**src/rtl/pool_sched_pkg.sv**
```systemverilog
// Shared types and sizing helpers for the pool_sched frame scheduler.
package pool_sched_pkg;

    typedef enum logic [1:0] {
        IDLE   = 2'd0,
        STREAM = 2'd1,
        DRAIN  = 2'd2,
        DONE   = 2'd3
    } state_t;

    // Number of 2x2 windows the pooling buffer emits for one frame.
    function automatic int n_out(input int width, input int height);
        return (width / 2) * (height / 2);
    endfunction

    function automatic int id_w(input int n_ch);
        return (n_ch > 1) ? $clog2(n_ch) : 1;
    endfunction

endpackage

```
**src/rtl/pool_sched_rr_arbiter.sv**
```systemverilog
// Combinational round-robin pick: first requester at or after ptr, wrapping.
module rr_arbiter
    import pool_sched_pkg::*;
#(
    parameter int N_CH = 4
) (
    input  logic [N_CH-1:0]           req,
    input  logic [id_w(N_CH)-1:0]     ptr,
    output logic [N_CH-1:0]           grant,
    output logic [id_w(N_CH)-1:0]     idx
);

    localparam int IDW = id_w(N_CH);

    logic [N_CH-1:0]           hi_mask;
    logic [N_CH-1:0]           masked;
    logic [N_CH-1:0]           pick_src;
    logic [IDW-1:0][N_CH-1:0]  idx_bits;

    for (genvar gi = 0; gi < N_CH; gi++) begin : g_mask
        assign hi_mask[gi] = (gi >= int'(ptr));
    end

    // Prefer requesters at/after ptr; fall back to the lowest one when none are.
    assign masked   = req & hi_mask;
    assign pick_src = (|masked) ? masked : req;
    assign grant    = pick_src & (~pick_src + N_CH'(1));

    for (genvar gb = 0; gb < IDW; gb++) begin : g_idx_bit
        for (genvar gi = 0; gi < N_CH; gi++) begin : g_idx_ch
            assign idx_bits[gb][gi] = grant[gi] & (((gi >> gb) & 1) != 0);
        end
        assign idx[gb] = |idx_bits[gb];
    end

endmodule

```
**src/rtl/pool_sched.sv**
```systemverilog
// Round-robin frame scheduler feeding a shared 2x2 max-pooling line buffer.
// Optional stall watchdog enabled by defining POOL_SCHED_TIMEOUT_EN.
module pool_sched
    import pool_sched_pkg::*;
#(
    parameter int N_CH    = 4,
    parameter int WIDTH   = 26,
    parameter int HEIGHT  = 26,
    parameter int TIMEOUT = 1024
) (
    input  logic                      clk,
    input  logic                      rst_n,
    input  logic [N_CH-1:0]           req_valid,
    input  logic [N_CH-1:0]           req_pixel,
    output logic [N_CH-1:0]           req_ready,
    output logic                      buf_valid_in,
    output logic                      buf_pixel_in,
    input  logic                      buf_valid_out,
    output logic [id_w(N_CH)-1:0]     grant_id,
    output logic                      busy,
    output logic                      frame_done,
    output logic [id_w(N_CH)-1:0]     done_id,
    output logic                      err_timeout
);

    localparam int IDW   = id_w(N_CH);
    localparam int N_OUT = n_out(WIDTH, HEIGHT);
    localparam int PW    = $clog2(WIDTH * HEIGHT);
    localparam int OW    = $clog2(N_OUT + 1);
    localparam logic [PW-1:0] PIX_LAST = PW'(WIDTH * HEIGHT - 1);
    localparam logic [OW-1:0] OUT_LAST = OW'(N_OUT);

    state_t          state_reg;
    logic [IDW-1:0]  rr_ptr_reg;
    logic [PW-1:0]   pix_cnt_reg;
    logic [OW-1:0]   out_cnt_reg;
    logic [OW-1:0]   out_cnt_next;
    logic [N_CH-1:0] arb_grant;
    logic [IDW-1:0]  arb_idx;
    logic [IDW-1:0]  rr_ptr_next;
    logic            hs;
    logic            hs_pixel;

    rr_arbiter #(.N_CH(N_CH)) u_arb (
        .req   (req_valid),
        .ptr   (rr_ptr_reg),
        .grant (arb_grant),
        .idx   (arb_idx)
    );

    // req_ready is one-hot on the granted channel, so masking avoids a dynamic index.
    assign hs           = |(req_valid & req_ready);
    assign hs_pixel     = |(req_pixel & req_ready);
    assign out_cnt_next = out_cnt_reg + OW'(buf_valid_out);
    assign rr_ptr_next  = (grant_id == IDW'(N_CH - 1)) ? '0 : grant_id + IDW'(1);

    always_ff @(posedge clk or negedge rst_n) begin
        if (!rst_n) begin
            state_reg    <= IDLE;
            rr_ptr_reg   <= '0;
            pix_cnt_reg  <= '0;
            out_cnt_reg  <= '0;
            req_ready    <= '0;
            buf_valid_in <= 1'b0;
            buf_pixel_in <= 1'b0;
            grant_id     <= '0;
            busy         <= 1'b0;
            frame_done   <= 1'b0;
            done_id      <= '0;
        end else begin
            buf_valid_in <= 1'b0;
            frame_done   <= 1'b0;
            case (state_reg)
                IDLE: begin
                    if (|req_valid) begin
                        grant_id  <= arb_idx;
                        req_ready <= arb_grant;
                        busy      <= 1'b1;
                        state_reg <= STREAM;
                    end
                end
                STREAM: begin
                    if (hs) begin
                        buf_valid_in <= 1'b1;
                        buf_pixel_in <= hs_pixel;
                        pix_cnt_reg  <= pix_cnt_reg + PW'(1);
                        if (pix_cnt_reg == PIX_LAST) begin
                            req_ready <= '0;
                            state_reg <= DRAIN;
                        end
                    end
                    out_cnt_reg <= out_cnt_next;
                end
                DRAIN: begin
                    out_cnt_reg <= out_cnt_next;
                    if (out_cnt_next == OUT_LAST) begin
                        frame_done <= 1'b1;
                        done_id    <= grant_id;
                        state_reg  <= DONE;
                    end
                end
                DONE: begin
                    rr_ptr_reg  <= rr_ptr_next;
                    pix_cnt_reg <= '0;
                    out_cnt_reg <= '0;
                    busy        <= 1'b0;
                    state_reg   <= IDLE;
                end
                default: state_reg <= IDLE;
            endcase
        end
    end

`ifdef POOL_SCHED_TIMEOUT_EN
    localparam int SW = $clog2(TIMEOUT + 1);

    logic [SW-1:0] stall_cnt_reg;
    logic          counting;
    logic          progress;

    assign counting = (state_reg == STREAM) || (state_reg == DRAIN);
    assign progress = (state_reg == STREAM) ? hs : buf_valid_out;

    // Purely observational: the FSM keeps running after the flag sets.
    always_ff @(posedge clk or negedge rst_n) begin
        if (!rst_n) begin
            stall_cnt_reg <= '0;
            err_timeout   <= 1'b0;
        end else begin
            if (!counting || progress) begin
                stall_cnt_reg <= '0;
            end else if (stall_cnt_reg != SW'(TIMEOUT)) begin
                stall_cnt_reg <= stall_cnt_reg + SW'(1);
            end
            if (counting && !progress && (stall_cnt_reg == SW'(TIMEOUT - 1))) begin
                err_timeout <= 1'b1;
            end
        end
    end
`else
    assign err_timeout = 1'b0;
`endif

endmodule

```
**config.mk**
```make
export PLATFORM = sky130hd
export DESIGN_NAME = pool_sched
export DESIGN_NICKNAME = d
export VERILOG_FILES = /design/src/rtl/pool_sched_pkg.sv /design/src/rtl/pool_sched_rr_arbiter.sv /design/src/rtl/pool_sched.sv
export SDC_FILE = /design/constraint.sdc
export NUM_CORES = 1
export LEC_CHECK = 0
export ABC_AREA = 1
export BUFFER_PORTS_ARGS = -buffer_cell sky130_fd_sc_hd__clkbuf_2
export CAP_MARGIN = 10
export CORE_ASPECT_RATIO = 0.6
export CORE_MARGIN = 2
export CORE_UTILIZATION = 23
export CTS_CLUSTER_DIAMETER = 80
export DETAILED_ROUTE_END_ITERATION = 16
export GPL_TIMING_DRIVEN = 0
export PLACE_DENSITY = 0.45
export SLEW_MARGIN = 40
export SYNTH_ARGS = -nofsm -noshare
export SYNTH_HDL_FRONTEND = slang
export SYNTH_SLANG_ARGS = --single-unit
```
**constraint.sdc**
```tcl
create_clock -name clk -period 1.36 [get_ports clk]
set_input_delay 0.204 -clock clk [delete_from_list [all_inputs] [get_ports clk]]
set_output_delay 0.204 -clock clk [all_outputs]
set_load 0.1 [all_outputs]
```
Word-level counts from Yosys, hierarchy flattened:

Index checks and enable logic that the tools add are counted.

* bitwise operators: 5
* eq/ne operators: 10
* add/sub/neg operators: 4
* reductions and logical operators: 19
* magnitude comparators: 3
* mux-type cells: 20

Operator list (number)
* one-hot mux 10 bit (2 select lines): 1
* bitwise AND 4 bit: 4
* 2-to-1 mux 4 bit: 4
* one-hot mux 8 bit (2 select lines): 1
* OR reduction 4 bit: 4
* adder 10 x 1 -> 10 bit, second input constant: 1
* == test 10 bit, second input constant: 1
* 2-to-1 mux 10 bit: 1
* 2-to-1 mux 2 bit: 5
* AND reduction 2 bit: 5
* adder 8 x 1 -> 8 bit: 1
* == test 8 bit, second input constant: 1
* != test 2 bit, second input constant: 4
* one-hot mux 2 bit (4 select lines): 1
* one-hot mux 4 bit (2 select lines): 1
* AND reduction 4 bit: 2
* nonzero test 2 bit: 4
* == test 2 bit, second input constant: 3
* OR reduction 2 bit: 3
* 2-to-1 mux 1 bit: 5
* adder 4 x 1 -> 4 bit, second input constant: 1
* greater-or-equal comparator 1 x 2 -> 1 bit, first input constant: 2
* NOT 4 bit: 1
* adder 2 x 1 -> 2 bit, second input constant: 1
* 4 further kinds: 4

* input port bits: 11
* bits in registers: 34

Longest topological paths before layout:

Gate-level depths: netlist of run 1.

* depth in word-level cells: 9
* gate-level depth with buffers: 13
* gate-level depth less buffers: 13

Modules after synthesis:

A second synthesis of run 1 with hierarchy kept.

* cell total of the unflattened synthesis: 258
* area, all modules: 1995.7 µm²

By module, submodules not included
* pool_sched: cells each 236, seq. area each 850.8 µm², instances 1, area an instance 1854.3 µm²
* rr_arbiter: cells each 22, seq. area each 0.0 µm², instances 1, area an instance 141.4 µm²

Worst setup path before layout of run 1:

OpenSTA, ideal clock, no wires.

* kind: flip-flop to flip-flop
* from: register req_ready[2]
* to: register pix_cnt_reg[5]
* slack: -0.509 ns
* path buffers: 0
* arrival: 1.750 ns
* clock period less this slack: 1.869 ns
* stages on the path, launching flop included: 8
* path through: dfrtp_1 > nand2_1 > nand4_1 > nand2_2 > o21ai_2 > nand3_1 > o21ai_0 > nor2_1

* word-level cells in the longest chain between the ends: 4

Ends and longest elaborated chain
* start, declared: line pool_sched.sv:15 `output logic [N_CH-1:0] req_ready,`
* start signal, assigned: line pool_sched.sv:77 `req_ready <= arb_grant;`
* bitwise AND 4 bit: line pool_sched.sv:52 `assign hs = |(req_valid & req_ready);`
* OR reduction 4 bit: line pool_sched.sv:52
* != test 2 bit (no source line)
* AND reduction 2 bit (no source line)
* end signal, assigned: line pool_sched.sv:86 `pix_cnt_reg <= pix_cnt_reg + PW'(1);`
* end, declared: line pool_sched.sv:35 `logic [PW-1:0] pix_cnt_reg;`

Every way passes these cells.
A chain may end at the register's enable or synchronous reset.

Final worst setup path of run 1:

* from: register out_cnt_reg[0]
* to: register state_reg[1]

* word-level cells in the longest chain between the ends: 4

Ends and longest elaborated chain
* start, declared: line pool_sched.sv:36 `logic [OW-1:0] out_cnt_reg;`
* start signal, assigned: line pool_sched.sv:92 `out_cnt_reg <= out_cnt_next;`
* start signal, assigned: line pool_sched.sv:95 `out_cnt_reg <= out_cnt_next;`
* adder 8 x 1 -> 8 bit: line pool_sched.sv:54 `assign out_cnt_next = out_cnt_reg + OW'(buf_valid_out);`
* == test 8 bit: line pool_sched.sv:96 `if (out_cnt_next == OUT_LAST) begin`
* != test 2 bit (no source line)
* AND reduction 4 bit (no source line)
* end signal, assigned: line pool_sched.sv:59 `state_reg <= IDLE;`
* end signal, assigned: line pool_sched.sv:99 `state_reg <= DONE;`
* end signal, assigned: line pool_sched.sv:107 `state_reg <= IDLE;`
* end, declared: line pool_sched.sv:33 `state_t state_reg;`

Every way passes these cells.

==> results of run 1 <==
-- cell families after synthesis --
family | count (synthesis) | share of synthesized area (%)
other | 1 | 0.190
AND/OR/NAND/NOR | 148 | 32.7
buffers and inverters | 36 | 7.12
adder cells (fa/ha/maj) | 9 | 5.72
AO/OA/AOI/OAI | 29 | 8.89
flip-flops | 34 | 43.2
XOR/XNOR | 5 | 2.22
-- power breakdown --
| part | switching [W] | internal, W | total [W] |
|---|---|---|---|
| clock | 0.000434 | 0.000829 | 0.00126 |
| sequential | 0.000435 | 0.00138 | 0.00182 |
| combinational | 0.00249 | 0.00139 | 0.00388 |
-- layer usage --
layer | GRT usage [%] | wire (um) | up-vias
li1 | - | - | 960
met4 | 3.41 | 40 | 0
met1 | 19.8 | 3060 | 901
met3 | 3.59 | 207 | 5
met5 | 0 | 0 | -
met2 | 16.8 | 2360 | 31
-- repair_timing --
action                                  CTS  global route
hold endpoints to repair                 34             0
buffers inserted                          9            17
pin swaps                                14            35
endpoints found under the setup margin   37            26
resized for setup                        49            69
hold buffers                              1             0
-- worst max path at each step --
| stage | from | to | cells after the start |
|---|---|---|---|
| after CTS | out_cnt_reg[0] | state_reg[1] | 12 |
| after floorplan | req_ready[3] | req_ready[0] | 7 |
| after detailed placement | state_reg[0] | out_cnt_reg[5] | 5 |
| final | out_cnt_reg[0] | state_reg[1] | 13 |
| after global routing | out_cnt_reg[0] | done_id[0] | 11 |
| after global placement | pix_cnt_reg[0] | req_ready[1] | 8 |
-- layout by cell type (no fill, tap or decap), drive strengths merged, types with 3 or more instances in the layout --
cell    instances
nand2          90
dfrtp          34
inv            33
buf            29
clkbuf         28
nor2           23
nand3          18
o21ai          12
nand4           9
ha              9
o22ai           6
a21oi           6
xor2            4
nor3            4
o31ai           3
-- critical path: cells and delay by family (launching register included) --
kind	cells	cell delay (ps)
simple gates	11	770
flops	1	440
fa+ha+maj	1	180
buf+inv	1	40
-- per-stage QoR --
step	cell area (um2)	TNS, ps
3_3_place_gp	2260	-9540
5_1_grt	3010	-3520
4_1_cts	2650	-1020
3_5_place_dp	2260	-9080
2_1_floorplan	2010	-841
6_report	3010	-1450
-- final cells by class --
class | instances | share of cell area [%]
clock buffer | 8 | 5.53
tap | 112 | 4.66
buffer | 2 | 0.748
sequential | 34 | 29.0
timing repair buffer | 48 | 11.2
multi-input combinational | 192 | 44.0
inverter | 34 | 4.86
==> results.toml, run 1 <==
[layout]
diodes = 0
area_delta_synth_final_pct = 52.8
final_cells = 430
nFillCells = 868
drive_gt1_share_pct = 46.9
seqCellArea_um2 = 873
largest_reg_flops = 10
fin_nets = 337
multi_input_area_mm2 = 0.00132
final_core_util_pct = 35.7

[sta]
fin_crit_ps = 1560
setup_viol = 18
holdWs_ps = 223
fin_crit_sh_pct = 114
hold_viol_final = 0
maxSlewViolCount = 0
setup_ws_ps = -197
relSlewSlack_pct = 63.9
fmax_mhz = 642
skew_ps = 4.27
worstMarginPinSlew_ps = 544
rsz0062_at_grt = "true"

[place]
hpwl_mm = 3.70
io_buffers = 22
dp_slack_ps = -453
gp_congestion = 0.780
post-place-cells = 396

[global_routing]
grt_pass1_vias = 1771
overflow = 0
grt_use_total_pct = 12.7
antenna_found_initial = 0
grt_max_degree = 35
grt_pass1_wl_mm = 8.91

[die]
io_pins = 24
die_h_um = 75.7
core-area_mm2 = 0.00843
die_width_um = 123
die_area_mm2 = 0.00934
initial_utilization_pct = 23.4
row_count = 26

[routing]
dr.first_iter.drc_count = 105
viasPerCell = 4.41
drc = 0
routed_wl_mm = 5.67
dr.pass1.iters = 4
num_vias = 1897
routedWlPerCell_um = 13.2
ant_nets = 0

[job]
drv_cap = 0

[logic_synthesis]
async_flop_share_pct = 100
yosysMostFrequentCell = "nand2_1"
synth_area_per_cell_um2 = 7.52
synth_fp_nets = 282
synth_top_area_share_pct = 43.2
yosysWarningCount = 0
synth_area_leaders = "dfrtp_1 43%, nand2_1 16%, inv_1 5.9%, ha_1 5.7%, nand3_1 4.3%"
synth_edf_count = 0
synth_cells = 262
synth_cell_types = 28
syn_area_mm2 = 0.00197
synth_seq_area_share_pct = 43.2
synth_flop_cell = "dfrtp_1"
yosysTopAreaCell = "dfrtp_1"
synth_top_cells_by_count = "85 x nand2_1, 34 x dfrtp_1, 31 x inv_1, 20 x nor2_1, 17 x nand3_1"
ys_ff_latch = 34

[cts]
cts_sinks = 34
root_buffer = "clkbuf_16"
clkSlewWorstSetupHoldPaths_ps = 50
insertion_delay_ps = 280
cts_max_path_buffers = 2
cts_buffers = 5
cts_tree = "built"
cts-htree-levels = 2

[critical_path]
reg2reg_from = "out_cnt_reg[0]"
cp-end-kind = "flop"
crit_arrival_ps = 1730
crit_chain = "ha_4 -> nand2_4 -> inv_2 -> nand2_2 -> nand2_2 -> nand2_2 -> nand2_2 -> nor2_2 -> nand2_1 -> nand2_2 -> nand2_2 -> nand2_1 -> nand2_1"
crit_top_cell = "nand2_2"
rr_worst_depth = 13
critPathLaunchType = "flop"
critPathKind = "reg2reg"
slowest_stage = "dfrtp_2"
required_ps = 1530
critPathMaxStageDelay_ps = 440
critPathMaxFanout = 4
timing.rr.end = "state_reg[1]"
r2r_slack_ps = -200

[power]
power_leakage_nw = 1.41
p_total_w = 0.00696
pwr_density_cell_mw_per_mm2 = 2310
ir_drop_mv = 1.06

[hold_path]
hold_class = "in2reg"
hold_end = "buf_pixel_in"
whs_path_depth = 3
min_from = "req_pixel[3]"

[outcome]
status = "finished, violations left"
violations = "negative setup slack"
Power figures use the tool's default switching activity.
==> run 2, diff against run 1 <==
- RECOVER_POWER: default -> 50
==> run 2 against run 1 <==
The flow still finishes with violations (negative setup slack); largest cell class unchanged; sequential share of layout area hardly changed; critical path depth stayed put; setup slack did not move; die area unchanged; utilization about the same; non-clock buffer count unchanged; first-iteration DRC count stayed put; combinational power hardly changed; count of clock-buffer cells in the layout unchanged; critical endpoint unchanged; worst hold slack is the same; clock skew is the same.
==> results.toml, run 2 (synthesized netlist as in run 1, its figures left out) <==
[outcome]
status = "finished, violations left"
violations = "negative setup slack"

[critical_path]
required_ps = 1530
critPathLaunchType = "flop"
crit_arrival_ps = 1730
cp-end-kind = "flop"
critPathMaxFanout = 4
critPathKind = "reg2reg"

[global_routing]
grt_use_total_pct = 12.7
antenna_found_initial = 0
grt_max_degree = 35
met1_usage_pct = 19.8
top_usage_layer = "met1"
grtUsageMet3_pct = 3.59
overflow = 0
grtUsageMet2_pct = 16.8
grt_pass1_wl_mm = 8.91
grt_pass1_vias = 1771

[cts]
insertion_delay_ps = 280
cts_tree = "built"
clkSlewWorstSetupHoldPaths_ps = 50
cts-htree-levels = 2
cts_buffers = 5
root_buffer = "clkbuf_16"
cts_max_path_buffers = 2
cts_sinks = 34

[die]
io_pins = 24
die_h_um = 75.7
die_width_um = 123
row_count = 26
initial_utilization_pct = 23.4
core-area_mm2 = 0.00843
die_area_mm2 = 0.00934

[sta]
setup_viol = 18
maxSlewViolCount = 0
fin_tns_setup_ps = -1450
hold_viol_final = 0
worstMarginPinSlew_ps = 816
relSlewSlack_pct = 45.6
setup_ws_ps = -197
skew_ps = 4.27
fin_crit_ps = 1560
rsz0062_at_grt = "true"
fmax_mhz = 642
holdWs_ps = 223
fin_crit_sh_pct = 114

[routing]
dr.first_iter.drc_count = 105
ant_nets = 0
dr.pass1.iters = 4
routed_wl_mm = 5.67
viasPerCell = 4.41
routedWlPerCell_um = 13.2
drc = 0
num_vias = 1897

[layout]
diodes = 0
largest_reg_flops = 10
nFillCells = 869
drive_gt1_share_pct = 46.9
final_cell_mix = "60 x nand2_1, 24 x nand2_2, 24 x dfrtp_1, 23 x buf_4, 21 x inv_1"
mostFrequentLayoutCell = "nand2_1"
area_delta_synth_final_pct = 52.7
fin_nets = 337

[place]
hpwl_mm = 3.70
io_buffers = 22
gp_congestion = 0.780

[power]
power_leakage_nw = 1.41
pwr_density_cell_mw_per_mm2 = 2310
ir_drop_mv = 1.06

[job]
drv_cap = 0

[hold_path]
hold_class = "in2reg"
run 2: cell count changes in the layout (fill, tap and decap cells not counted), sizes merged:
cell / before / now
buf: 29 / 30
clkbuf: 28 / 27
run 2: layout make-up:
| cell class | count | area, um2 | area share (%) |
|---|---|---|---|
| Buffer | 2 | 22.5 | 0.749 |
| Clock buffer | 8 | 166 | 5.53 |
| Inverter | 34 | 146 | 4.87 |
| Multi-Input combinational cell | 192 | 1320 | 44.0 |
| Sequential cell | 34 | 873 | 29.0 |
| Tap cell | 112 | 140 | 4.66 |
| Timing Repair Buffer | 48 | 335 | 11.2 |
run 2: layer usage:
layer	wire [um]	vias up
met5	0	-
met4	40	0
met3	207	5
met2	2360	31
met1	3060	901
li1	-	960
run 2: worst paths after layout:
kind / startpoint / end / slack (ps) / depth (start not counted)
worst max-delay path: out_cnt_reg[0] / state_reg[1] / -200 / 13
worst min-delay path: req_pixel[3] / buf_pixel_in / 220 / 3
worst max register to register: out_cnt_reg[0] / state_reg[1] / -200 / 13
worst min register to register: buf_pixel_in / buf_pixel_in / 480 / 2
max in group asynchronous: rst_n / req_ready[0] / 190 / 2
min in group asynchronous: rst_n / buf_valid_in / 560 / 2
run 2: what timing repair did:
action / 4_1_cts / 5_1_grt
pin swaps: 14 / 35
resized for setup: 49 / 69
hold buffers: 1 / 0
buffers inserted: 9 / 17
endpoints found under the hold margin: 34 / 0
setup endpoints to repair: 37 / 26
run 2: critical path, stage by stage, from the launching register on:
cell and delay (ps):
dfrtp_2 440, ha_4 180, nand2_4 100, inv_2 40
nand2_2 60, nand2_2 50, nand2_2 90, nand2_2 50
nor2_2 90, nand2_1 60, nand2_2 80, nand2_2 60
nand2_1 70, nand2_1 60
run 2: per-stage QoR:
stage	util (%)	area, um2	power, W	setup WS, ps	cells
after floorplan	-	2010	0.00381	-108	262
after global placement	26.8	2260	0.00445	-489	396
after detailed placement	26.8	2260	0.00446	-453	396
after CTS	31.5	2650	0.00628	-197	414
after global routing	35.7	3010	0.00746	-333	430
final	35.7	3010	0.00696	-197	430
run 2: power breakdown:
part / switching, W / internal, W
clock network: 0.000434 / 0.000829
logic: 0.00249 / 0.00139
registers: 0.000435 / 0.00138
total: 0.00336 / 0.00360
